## config.mk

```make
export PLATFORM = sky130hd
export DESIGN_NAME = branch_predictor_gshare_flat
export DESIGN_NICKNAME = d
export VERILOG_FILES = /design/src/rtl/bp_pkg.sv /design/src/rtl/branch_predictor_gshare_if.sv /design/src/rtl/bp_sat_counter_table.sv /design/src/rtl/branch_predictor_gshare.sv /design/src/flat_wrapper.sv
export SDC_FILE = /design/constraint.sdc
export NUM_CORES = 2
export LEC_CHECK = 0
export BUFFER_PORTS_ARGS = -buffer_cell sky130_fd_sc_hd__buf_2
export CORE_MARGIN = 2
export CORE_UTILIZATION = 60
export CTS_BUF_LIST = sky130_fd_sc_hd__clkbuf_16
export DETAILED_ROUTE_END_ITERATION = 16
export PLACE_DENSITY_LB_ADDON = 0.3
export SLEW_MARGIN = 40
export SYNTH_ARGS = -nofsm -noshare
export SYNTH_HDL_FRONTEND = slang
export SYNTH_SLANG_ARGS = --single-unit
```

## constraint.sdc

```tcl
create_clock -name clk -period 4.1 [get_ports clk]
set_clock_uncertainty 0.2 [all_clocks]
set_input_delay 0.615 -clock clk [delete_from_list [all_inputs] [get_ports clk]]
set_output_delay 0.615 -clock clk [all_outputs]
set_load 0.01 [all_outputs]
```

## src/rtl/bp_pkg.sv

```systemverilog
// Shared types and helpers for the bimodal/gshare branch predictor.
// Counter helpers work on a 4-bit container; callers slice down to their CTR_WIDTH.
package bp_pkg;

  typedef enum logic {BP_BIMODAL = 1'b0, BP_GSHARE = 1'b1} bp_mode_e;

  localparam int unsigned CTR_MAX_W  = 4;
  localparam int unsigned PC_ALIGN_W = 2;

  // Weakly not-taken: one below the taken threshold.
  function automatic logic [CTR_MAX_W-1:0] ctr_init(input int unsigned w);
    return CTR_MAX_W'((1 << (w - 1)) - 1);
  endfunction

  function automatic logic [CTR_MAX_W-1:0] ctr_sat(input logic [CTR_MAX_W-1:0] ctr,
                                                   input logic taken,
                                                   input int unsigned w);
    logic [CTR_MAX_W-1:0] top;
    top = CTR_MAX_W'((1 << w) - 1);
    if (taken) return (ctr == top) ? ctr : ctr + CTR_MAX_W'(1);
    else       return (ctr == '0)  ? ctr : ctr - CTR_MAX_W'(1);
  endfunction

  function automatic int unsigned tag_w(input int unsigned data_w, input int unsigned btb_depth);
    return data_w - $clog2(btb_depth) - PC_ALIGN_W;
  endfunction

endpackage

```

## src/rtl/branch_predictor_gshare_if.sv

```systemverilog
// Fetch/execute side bundle of the branch predictor: lookup, prediction,
// training update and the resolved-branch statistics.
interface branch_predictor_gshare_if #(
  parameter int DATA_WIDTH = 32,
  parameter int GHR_WIDTH  = 6
);
  logic                  lookup_valid;
  logic [DATA_WIDTH-1:0] lookup_pc;
  logic                  pred_valid;
  logic                  pred_taken;
  logic [DATA_WIDTH-1:0] pred_target;
  logic [GHR_WIDTH-1:0]  pred_ghr;
  logic                  update_valid;
  logic [DATA_WIDTH-1:0] update_pc;
  logic [GHR_WIDTH-1:0]  update_ghr;
  logic                  update_taken;
  logic [DATA_WIDTH-1:0] update_target;
  logic                  update_mispredict;
  logic [31:0]           branch_count;
  logic [31:0]           mispredict_count;

  modport master (
    output lookup_valid, lookup_pc,
    output update_valid, update_pc, update_ghr, update_taken, update_target, update_mispredict,
    input  pred_valid, pred_taken, pred_target, pred_ghr,
    input  branch_count, mispredict_count
  );

  modport slave (
    input  lookup_valid, lookup_pc,
    input  update_valid, update_pc, update_ghr, update_taken, update_target, update_mispredict,
    output pred_valid, pred_taken, pred_target, pred_ghr,
    output branch_count, mispredict_count
  );
endinterface

```

## src/rtl/bp_sat_counter_table.sv

```systemverilog
// Pattern history table of saturating counters: one combinational read port,
// one training port, and write-first forwarding when both hit the same entry.
module bp_sat_counter_table
  import bp_pkg::*;
#(
  parameter  int DEPTH     = 64,
  parameter  int CTR_WIDTH = 2,
  localparam int IDX_W     = $clog2(DEPTH)
) (
  input  logic                 clk,
  input  logic                 rst,
  input  logic [IDX_W-1:0]     rd_idx,
  output logic [CTR_WIDTH-1:0] rd_ctr,
  input  logic                 wr_en,
  input  logic [IDX_W-1:0]     wr_idx,
  input  logic                 wr_taken
);

  localparam logic [CTR_WIDTH-1:0] INIT = CTR_WIDTH'(ctr_init(CTR_WIDTH));

  logic [CTR_WIDTH-1:0] mem [DEPTH];
  logic [CTR_MAX_W-1:0] wr_ext;
  logic [CTR_WIDTH-1:0] wr_ctr;

  always_comb begin
    wr_ext = ctr_sat(CTR_MAX_W'(mem[wr_idx]), wr_taken, CTR_WIDTH);
    wr_ctr = wr_ext[CTR_WIDTH-1:0];
    rd_ctr = (wr_en && (wr_idx == rd_idx)) ? wr_ctr : mem[rd_idx];
  end

  always_ff @(posedge clk or negedge rst) begin
    if (!rst) begin
      for (int i = 0; i < DEPTH; i++) mem[i] <= INIT;
    end else if (wr_en) begin
      mem[wr_idx] <= wr_ctr;
    end
  end

endmodule

```

## src/rtl/branch_predictor_gshare.sv

```systemverilog
// Fetch-stage direction/target predictor: PHT (bimodal or gshare index),
// direct-mapped BTB, non-speculative GHR and saturating resolve statistics.
module branch_predictor_gshare
  import bp_pkg::*;
#(
  parameter int DATA_WIDTH = 32,
  parameter int PHT_DEPTH  = 64,
  parameter int CTR_WIDTH  = 2,
  parameter int GHR_WIDTH  = 6,
  parameter int BTB_DEPTH  = 16,
  parameter int MODE       = 1
) (
  input  logic                     clk,
  input  logic                     rst,
  branch_predictor_gshare_if.slave bus
);

  localparam int PHT_IDX_W = $clog2(PHT_DEPTH);
  localparam int BTB_IDX_W = $clog2(BTB_DEPTH);
  localparam int TAG_W     = int'(tag_w(DATA_WIDTH, BTB_DEPTH));
  localparam bit GSHARE    = (MODE == int'(BP_GSHARE));

  logic [GHR_WIDTH-1:0]  ghr;
  logic [31:0]           branch_cnt;
  logic [31:0]           mispredict_cnt;

  logic [PHT_IDX_W-1:0]  pht_rd_idx_p0, pht_wr_idx;
  logic [CTR_WIDTH-1:0]  ctr_p0;
  logic [BTB_IDX_W-1:0]  btb_rd_idx_p0, btb_wr_idx;
  logic [TAG_W-1:0]      rd_tag_p0, wr_tag;
  logic                  btb_write, hit_p0;
  logic [DATA_WIDTH-1:0] hit_target_p0;

  logic                  btb_valid  [BTB_DEPTH];
  logic [TAG_W-1:0]      btb_tag    [BTB_DEPTH];
  logic [DATA_WIDTH-1:0] btb_target [BTB_DEPTH];

  logic                  vld_p1, taken_p1;
  logic [DATA_WIDTH-1:0] target_p1;
  logic [GHR_WIDTH-1:0]  ghr_p1;

  logic unused_bits;
  assign unused_bits = ^{bus.update_pc[1:0], bus.update_ghr};

  function automatic logic [PHT_IDX_W-1:0] pht_index(input logic [PHT_IDX_W-1:0] pc_idx,
                                                     input logic [GHR_WIDTH-1:0] hist);
    return GSHARE ? (pc_idx ^ PHT_IDX_W'(hist)) : pc_idx;
  endfunction

  // Stage p0: index, PHT read and BTB match, with same-cycle training forwarded.
  always_comb begin
    pht_rd_idx_p0 = pht_index(bus.lookup_pc[PHT_IDX_W+1:2], ghr);
    pht_wr_idx    = pht_index(bus.update_pc[PHT_IDX_W+1:2], bus.update_ghr);
    btb_rd_idx_p0 = bus.lookup_pc[BTB_IDX_W+1:2];
    btb_wr_idx    = bus.update_pc[BTB_IDX_W+1:2];
    rd_tag_p0     = bus.lookup_pc[DATA_WIDTH-1:BTB_IDX_W+2];
    wr_tag        = bus.update_pc[DATA_WIDTH-1:BTB_IDX_W+2];
    btb_write     = bus.update_valid && bus.update_taken;
    hit_p0        = btb_valid[btb_rd_idx_p0] && (btb_tag[btb_rd_idx_p0] == rd_tag_p0);
    hit_target_p0 = btb_target[btb_rd_idx_p0];
    if (btb_write && (btb_wr_idx == btb_rd_idx_p0)) begin
      hit_p0        = (wr_tag == rd_tag_p0);
      hit_target_p0 = bus.update_target;
    end
  end

  bp_sat_counter_table #(
    .DEPTH     (PHT_DEPTH),
    .CTR_WIDTH (CTR_WIDTH)
  ) pht (
    .clk      (clk),
    .rst      (rst),
    .rd_idx   (pht_rd_idx_p0),
    .rd_ctr   (ctr_p0),
    .wr_en    (bus.update_valid),
    .wr_idx   (pht_wr_idx),
    .wr_taken (bus.update_taken)
  );

  always_ff @(posedge clk or negedge rst) begin
    if (!rst) begin
      for (int i = 0; i < BTB_DEPTH; i++) btb_valid[i] <= 1'b0;
    end else if (btb_write) begin
      btb_valid[btb_wr_idx] <= 1'b1;
    end
  end

  always_ff @(posedge clk) begin
    if (btb_write) begin
      btb_tag[btb_wr_idx]    <= wr_tag;
      btb_target[btb_wr_idx] <= bus.update_target;
    end
  end

  always_ff @(posedge clk or negedge rst) begin
    if (!rst) begin
      ghr            <= '0;
      branch_cnt     <= '0;
      mispredict_cnt <= '0;
    end else if (bus.update_valid) begin
      ghr <= GHR_WIDTH'({ghr, bus.update_taken});
      if (branch_cnt != '1) branch_cnt <= branch_cnt + 32'd1;
      if (bus.update_mispredict && (mispredict_cnt != '1)) mispredict_cnt <= mispredict_cnt + 32'd1;
    end
  end

  // Stage p1: registered prediction; data holds when no lookup was presented.
  always_ff @(posedge clk or negedge rst) begin
    if (!rst) begin
      vld_p1    <= 1'b0;
      taken_p1  <= 1'b0;
      target_p1 <= '0;
      ghr_p1    <= '0;
    end else begin
      vld_p1 <= bus.lookup_valid;
      if (bus.lookup_valid) begin
        taken_p1  <= ctr_p0[CTR_WIDTH-1] & hit_p0;
        target_p1 <= hit_p0 ? hit_target_p0 : bus.lookup_pc + DATA_WIDTH'(4);
        ghr_p1    <= ghr;
      end
    end
  end

  assign bus.pred_valid       = vld_p1;
  assign bus.pred_taken       = taken_p1;
  assign bus.pred_target      = target_p1;
  assign bus.pred_ghr         = ghr_p1;
  assign bus.branch_count     = branch_cnt;
  assign bus.mispredict_count = mispredict_cnt;

endmodule

```

## src/flat_wrapper.sv

```systemverilog
// flat-port wrapper written by rule: the top's interface ports become plain ports
module branch_predictor_gshare_flat import bp_pkg::*;
#(
  parameter int DATA_WIDTH = 32,
  parameter int PHT_DEPTH  = 64,
  parameter int CTR_WIDTH  = 2,
  parameter int GHR_WIDTH  = 6,
  parameter int BTB_DEPTH  = 16,
  parameter int MODE       = 1
)
  (clk, rst, bus_lookup_valid, bus_lookup_pc, bus_update_valid, bus_update_pc, bus_update_ghr, bus_update_taken, bus_update_target, bus_update_mispredict, bus_pred_valid, bus_pred_taken, bus_pred_target, bus_pred_ghr, bus_branch_count, bus_mispredict_count);
  branch_predictor_gshare_if #(.DATA_WIDTH(DATA_WIDTH), .GHR_WIDTH(GHR_WIDTH)) bus_i ();
  input  logic clk;
  input  logic rst;
  input wire logic [$bits(bus_i.lookup_valid)-1:0] bus_lookup_valid;
  input wire logic [$bits(bus_i.lookup_pc)-1:0] bus_lookup_pc;
  input wire logic [$bits(bus_i.update_valid)-1:0] bus_update_valid;
  input wire logic [$bits(bus_i.update_pc)-1:0] bus_update_pc;
  input wire logic [$bits(bus_i.update_ghr)-1:0] bus_update_ghr;
  input wire logic [$bits(bus_i.update_taken)-1:0] bus_update_taken;
  input wire logic [$bits(bus_i.update_target)-1:0] bus_update_target;
  input wire logic [$bits(bus_i.update_mispredict)-1:0] bus_update_mispredict;
  output wire logic [$bits(bus_i.pred_valid)-1:0] bus_pred_valid;
  output wire logic [$bits(bus_i.pred_taken)-1:0] bus_pred_taken;
  output wire logic [$bits(bus_i.pred_target)-1:0] bus_pred_target;
  output wire logic [$bits(bus_i.pred_ghr)-1:0] bus_pred_ghr;
  output wire logic [$bits(bus_i.branch_count)-1:0] bus_branch_count;
  output wire logic [$bits(bus_i.mispredict_count)-1:0] bus_mispredict_count;
  assign bus_i.lookup_valid = bus_lookup_valid;
  assign bus_i.lookup_pc = bus_lookup_pc;
  assign bus_i.update_valid = bus_update_valid;
  assign bus_i.update_pc = bus_update_pc;
  assign bus_i.update_ghr = bus_update_ghr;
  assign bus_i.update_taken = bus_update_taken;
  assign bus_i.update_target = bus_update_target;
  assign bus_i.update_mispredict = bus_update_mispredict;
  assign bus_pred_valid = bus_i.pred_valid;
  assign bus_pred_taken = bus_i.pred_taken;
  assign bus_pred_target = bus_i.pred_target;
  assign bus_pred_ghr = bus_i.pred_ghr;
  assign bus_branch_count = bus_i.branch_count;
  assign bus_mispredict_count = bus_i.mispredict_count;
  branch_predictor_gshare #(.DATA_WIDTH(DATA_WIDTH), .PHT_DEPTH(PHT_DEPTH), .CTR_WIDTH(CTR_WIDTH), .GHR_WIDTH(GHR_WIDTH), .BTB_DEPTH(BTB_DEPTH), .MODE(MODE)) u_core (.clk(clk), .rst(rst), .bus(bus_i));
endmodule
```

== Word-level counts from Yosys, hierarchy flattened ==
Memories as Yosys holds them, arrays and structs flattened.
Index checks and enable logic that the tools add are counted.

* Register bits after elaboration: 254
* Bits in writable memories: 928
* Output and inout bits: 104
* Word-level logic and storage cells: 148
* Memories: 2

* $add $sub $neg: 5
* Magnitude comparators: 6
* Equality and inequality tests: 7
* Muxes and demuxes: 23
* Bitwise gates (word level): 8
* Reduce and logical (&&, ||, !) cells: 10

{| class="wikitable"
|+ Memories
! name !! depth !! width !! rd ports !! clocked after memory_dff !! write ports !! line !! text
|-
| u_core.btb_target || 16 || 32 || 1 || 0 || 1 || branch_predictor_gshare.sv:36 || <nowiki>logic [DATA_WIDTH-1:0] btb_target [BTB_DEPTH];</nowiki>
|-
| u_core.btb_tag || 16 || 26 || 1 || 0 || 1 || branch_predictor_gshare.sv:35 || <nowiki>logic [TAG_W-1:0] btb_tag [BTB_DEPTH];</nowiki>
|}

{| class="wikitable"
|+ Operators with widths
! cell !! count
|-
| $bwmux W128 || 1
|-
| $add A32 B1 Y32 const B || 2
|-
| $mux W32 || 2
|-
| $ne A32 B32 Y1 const B || 2
|-
| $eq A26 B26 Y1 || 2
|-
| $add A32 B3 Y32 const B || 1
|-
| $bmux W2 S6 || 2
|-
| $mux W2 || 9
|-
| $or A16 B16 Y16 || 1
|-
| $ge A7 B7 Y1 const B || 2
|-
| $not A6 Y7 || 2
|-
| $demux W2 S6 || 1
|-
| $xor A6 B6 Y6 || 2
|-
| $ge A5 B5 Y1 const B || 2
|-
| $not A4 Y5 || 2
|-
| $logic_and A1 B1 Y1 || 7
|-
| $lt A7 B1 Y1 const B || 1
|-
| $eq A6 B6 Y1 || 1
|-
| $mux W1 || 6
|-
| $lt A5 B1 Y1 const B || 1
|-
| $bmux W1 S4 || 1
|-
| $demux W1 S4 || 1
|-
| $eq A4 B4 Y1 || 1
|-
| $reduce_and A2 Y1 || 2
|-
| other kinds (5) || 5
|}

== Longest topological paths before layout ==
* Word-level depth: 10
* Mapped depth: 16
* Depth with buffers taken out: 10

== Cells and area by module ==
Synthesis repeated with hierarchy kept, for this count alone.

* Cell total of the unflattened synthesis: 2902
* Area total of the unflattened synthesis: 50149.3 um^2

{| class="wikitable"
|+ By module, submodules not included
! module !! instances !! cells an instance !! area each (um^2) !! seq. area each (um^2)
|-
| branch_predictor_gshare || 1 || 2190 || 42664.7 || 31019.8
|-
| bp_sat_counter_table || 1 || 712 || 7484.7 || 3283.1
|}

== Worst setup path before layout ==
No wires, ideal clock.

* Path kind: input-to-reg
* Start: in bus_update_valid
* End: reg u_core.btb_valid[13] in the netlist's numbering
* Arrival: 5.872 ns
* Data required time: 3.811 ns
* Setup slack: -2.061 ns
* Stages: 5
* Path buffers: 2
* Path through: clkbuf_1 > buf_1 > nand4b_1 > nor3_1 > or2_2

* Word-level cells in the longest chain between the ends: 1

{| class="wikitable"
|+ RTL lines
! what !! line !! text
|-
| start: declaration || flat_wrapper.sv:17 || <nowiki>input wire logic [$bits(bus_i.update_valid)-1:0] bus_update_valid;</nowiki>
|-
| $logic_and A1 B1 Y1 || branch_predictor_gshare.sv:58 || <nowiki>btb_write = bus.update_valid && bus.update_taken;</nowiki>
|-
| end signal: indexed assignment || branch_predictor_gshare.sv:84 || <nowiki>btb_valid[btb_wr_idx] <= 1'b1;</nowiki>
|-
| end: declaration || branch_predictor_gshare.sv:34 || <nowiki>logic btb_valid [BTB_DEPTH];</nowiki>
|}

Every way passes these cells.
A chain may end at the register's enable or synchronous reset.

== Worst setup path after layout ==
* Start: mem u_core.btb_tag[7][25] in the netlist's numbering
* End: reg u_core.target_p1[1] (netlist: u_core.bus.pred_target[1])

* Word-level cells in the longest chain between the ends: 5

{| class="wikitable"
|+ RTL lines
! what !! line !! text
|-
| start: declaration || branch_predictor_gshare.sv:35 ||
|-
| $mem_v2 Z16 W26 || -- ||
|-
| $eq A26 B26 Y1 || branch_predictor_gshare.sv:59 || <nowiki>hit_p0 = btb_valid[btb_rd_idx_p0] && (btb_tag[btb_rd_idx_p0] == rd_tag_p0);</nowiki>
|-
| $logic_and A1 B1 Y1 || branch_predictor_gshare.sv:59 ||
|-
| $mux W1 || branch_predictor_gshare.sv:61 || <nowiki>if (btb_write && (btb_wr_idx == btb_rd_idx_p0)) begin</nowiki>
|-
| $mux W32 || branch_predictor_gshare.sv:118 || <nowiki>target_p1 <= hit_p0 ? hit_target_p0 : bus.lookup_pc + DATA_WIDTH'(4);</nowiki>
|-
| end signal: assignment || branch_predictor_gshare.sv:118 ||
|-
| end: declaration || branch_predictor_gshare.sv:39 || <nowiki>logic [DATA_WIDTH-1:0] target_p1;</nowiki>
|}

Every way passes these cells.

==> impl_results.rst <==
.. list-table::
   :header-rows: 1

   * - Metric
     - Value
   * - Result of the run
     - complete, no violations
   * - Highest clock rate
     - roughly 0.27 GHz
   * - Final hold viol count
     - 0
   * - Number of detailed-route iterations in the first pass
     - 6
   * - Slew of the pin with the lowest slew margin
     - just under 0.9 ns
   * - Post-Syn Nets
     - 3061
   * - Post-route cell area
     - between 50000 and 60000 um^2
   * - Placed Area
     - 54500 um^2
   * - Syn Inst Count
     - between 2000 and 3000
   * - Grt total ovfl
     - 0
   * - Fraction of final layout cells sized beyond drive strength 1
     - 0.322
   * - Clock period minus final worst setup slack
     - 3.66 ns
   * - Share of synthesized flip-flops with an asynchronous set or reset
     - 0.215
   * - RSZ-0062 raised after global routing
     - no
   * - Die width
     - approximately 300 um
   * - Logic pwr share
     - 0.116
   * - Clock insertion delay at the later pin of the skew report
     - roughly 0.73 ns
   * - Fill count
     - around 5000
   * - Cell-internal power
     - 20.9 mW
   * - Max Transition Viols Final
     - 0
   * - Clock share of power
     - 0.372
   * - Area of the mapped netlist
     - ~50000 um^2
   * - Endpoint type of the worst setup path
     - flip-flop
   * - Cell types with the largest area share after synthesis
     - edfxtp_1, mux4_2, dfrtp_1
   * - Number of register bits inferred by synthesis
     - about 1200
   * - Clock tree from TritonCTS
     - done
   * - Hold wc startpoint
     - bus_lookup_pc[1]
   * - Clock Path Buffers
     - 3
   * - Footprint of the multi-input gates
     - about 15000 um^2
   * - Count of input and output buffers
     - ~210
   * - Initial Util
     - 0.605
   * - Min Hold Slack
     - approximately 0.070 ns
   * - Inserted Clock Buffers
     - ~110
   * - Post-CTS setup repair buffer count
     - 0
   * - Max Cap Viol
     - 0
   * - Switch share
     - 0.244
   * - Maximum vdd drop
     - 452 uV
   * - Area share of the largest cell type after synthesis
     - 0.552
   * - Drt drc
     - 0
   * - Pin count of the biggest net entering global routing
     - 102
   * - Share of the clock period used by the worst path after layout
     - 0.893
   * - I/O pin count
     - 212
   * - Share of power burned in registers
     - 0.512
   * - Initial detailed-routing violation count
     - about 3400
   * - Total vias in the final route
     - between 30000 and 40000
   * - Launch point of the worst path
     - u_core.btb_tag[7][25]
   * - Worst R2R Path Depth
     - 13
   * - Most area-hungry cell type in the Yosys netlist
     - edfxtp_1
   * - Number of placement rows
     - between 100 and 150
   * - Startpoint of the lowest-slack register-to-register path
     - u_core.btb_tag[7][25]
   * - RePlAce Congestion
     - between 0.9 and 1
   * - Net total in the final layout
     - 3453
   * - Avg Cell Area, Syn
     - 17.1 um^2
   * - Total Neg Setup Slack
     - 0 ns
   * - Final Setup Violations
     - 0
   * - Sum of net half-perimeters after detailed placement
     - 85400 um
   * - Commonest non-fill, non-tap cell in the layout
     - edfxtp_1
   * - Worst slew margin relative to its limit
     - 0.417
   * - Cell variety after synth
     - 90
   * - Sum of internal, switching and leakage power
     - between 20 and 30 mW
   * - Post-synth EDFFs
     - between 900 and 1000
   * - Sequential fraction of the synthesis area
     - 0.679
   * - Commonest cells after routing, fill and taps aside
     - edfxtp_1, mux4_2, buf_4
   * - Worst hold path stage count
     - 3
   * - Clock tree root driver cell
     - clkbuf_16
   * - Class of the most critical setup path
     - flip-flop to flip-flop
   * - Vias in the first global route
     - roughly 30000
   * - DIE AREA
     - approximately 86000 um^2
   * - Number of H-tree levels
     - 3
   * - Clock-pin slew of the registers on the worst-case setup and hold paths
     - about 0.060 ns
   * - Worst Path Max Fanout
     - 17
   * - Die Y
     - around 290 um
   * - Static power due to leakage
     - 21.1 nW
   * - Synth-to-Final Area Change
     - 15.4%
   * - Routed wire length per instance
     - 30.9 um
   * - Area of the core
     - between 80000 and 90000 um^2
   * - Critical path required time
     - 4.46 ns
   * - First-pass GRT wire length
     - between 200000 and 250000 um
   * - Most instantiated flip-flop cell in the synthesis netlist
     - edfxtp_1
   * - Global-route usage over all layers
     - 0.326
   * - Warnings, synthesis
     - 0
   * - Sequential cell area
     - ~34000 um^2
   * - Total wire length after detailed routing
     - between 100000 and 150000 um
   * - Number of antenna violations at the first check in global routing
     - 20
   * - Routed Antenna Nets
     - 0
   * - Number of vias per cell
     - about 6.8
   * - Clock sink count
     - roughly 1200
   * - Worst Hold Class
     - input pin to flip-flop
   * - Nature of the critical path startpoint
     - flip-flop
   * - Power dissipated by switching net loads
     - slightly below 7 mW
   * - Total power divided by cell area
     - 475 nW/um^2
   * - Arr. time, crit path
     - roughly 4 ns
[synth_stat cells, types with 28 or more instances]
library cell  number
nor2_1           133
xnor2_1           95
buf_2             57
nand2_1          101
mux2_2           122
o21ai_0           80
o31ai_1           65
dfrtp_1          190
nand4_1           46
nor3_1            28
mux2i_1          160
nand3_1           63
mux4_2           252
clkbuf_1          87
edfxtp_1         928
dfstp_2           64
xor2_1            57
[routing by layer]
layer | global-route usage | vias to the layer above | routed length (um)
met3 | 0.0675 | 312 | 13400
met5 | 0 | - | 106
met1 | 0.451 | 15800 | 53700
li1 | - | 12600 | -
met2 | 0.527 | 1849 | 68100
met4 | 0.105 | 18 | 4700
[stage by stage]
step	setup WS (ns)	utilization	cells
floorplan	-0.485	-	2950
global placement	-0.163	0.653	4303
detailed placement	-0.178	0.653	4303
CTS	0.467	0.698	4522
global route	0.307	0.698	4528
finish	0.438	0.699	4534
[timing repair]
item,4_1_cts,5_1_grt
resized for setup,0,0
hold endpoints to repair,58,0
hold buffers,2,0
[critical path, stage by stage, from the launching register on]
cell      delay (ns)
edfxtp_1        0.36
mux4_2          0.55
a22oi_1         0.24
buf_4           0.17
a31o_1          0.16
nand4b_1        0.11
or4_1           0.44
nor4_1          0.26
buf_4           0.18
a41oi_4         0.16
buf_12          0.21
buf_4           0.16
mux2i_1         0.18
o21ai_1         0.10
[flip-flops by register name, indices dropped and copies added, names as in the netlist]
| register | cells |
|---|---|
| u_core.bus.pred_taken | 1 |
| u_core.btb_target | 512 |
| u_core.ghr | 6 |
| u_core.bus.pred_ghr | 6 |
| u_core.btb_tag | 416 |
| u_core.pht.mem | 128 |
| u_core.bus.mispredict_count | 32 |
| u_core.btb_valid | 16 |
| u_core.bus.pred_target | 32 |
| u_core.bus.branch_count | 32 |
| u_core.bus.pred_valid | 1 |
[kinds of logic (layout without fill, tap and decap cells)]
family	Yosys count	after routing	synth area share
flip-flops	1182	1182	0.679
multiplexers	536	536	0.172
buffers and inverters	213	706	0.0205
AO/OA/AOI/OAI	364	364	0.0501
adder cells (fa/ha/maj)	5	5	0.00114
XOR/XNOR	155	155	0.0273
other	0	11	0
AND/OR/NAND/NOR	495	495	0.0495
[power groups by stage]
stage	sequential [mW]	clock (mW)	combinational (mW)
6_report	14.2	10.3	3.21
5_1_grt	14.2	10.8	3.42
4_1_cts	14.1	10.4	3.19
3_5_place_dp	14.4	0	3.17
3_3_place_gp	14.3	0	3.06
2_1_floorplan	14.3	0	1.92
[final timing paths]
| path | to | slack, ns |
|---|---|---|
| setup / recovery | u_core.bus.pred_target[1] | 0.44 |
| hold / removal | u_core.bus.pred_target[1] | 0.07 |
| setup reg to reg | u_core.bus.pred_target[1] | 0.44 |
| hold reg to reg | u_core.btb_valid[6] | 0.26 |
| max in group asynchronous | u_core.bus.mispredict_count[18] | 2.37 |
| min in group asynchronous | u_core.pht.mem[119] | 0.30 |
[cell type report]
cell class                      count  share of cell area
Sequential cell                  1182               0.589
Multi-Input combinational cell   1555               0.263
Timing Repair Buffer              462              0.0591
Clock buffer                      115              0.0494
Tap cell                         1080              0.0232
Clock inverter                    102              0.0139
Inverter                           27             0.00176
Antenna cell                       11            0.000472
Power figures use the tool's default switching activity.
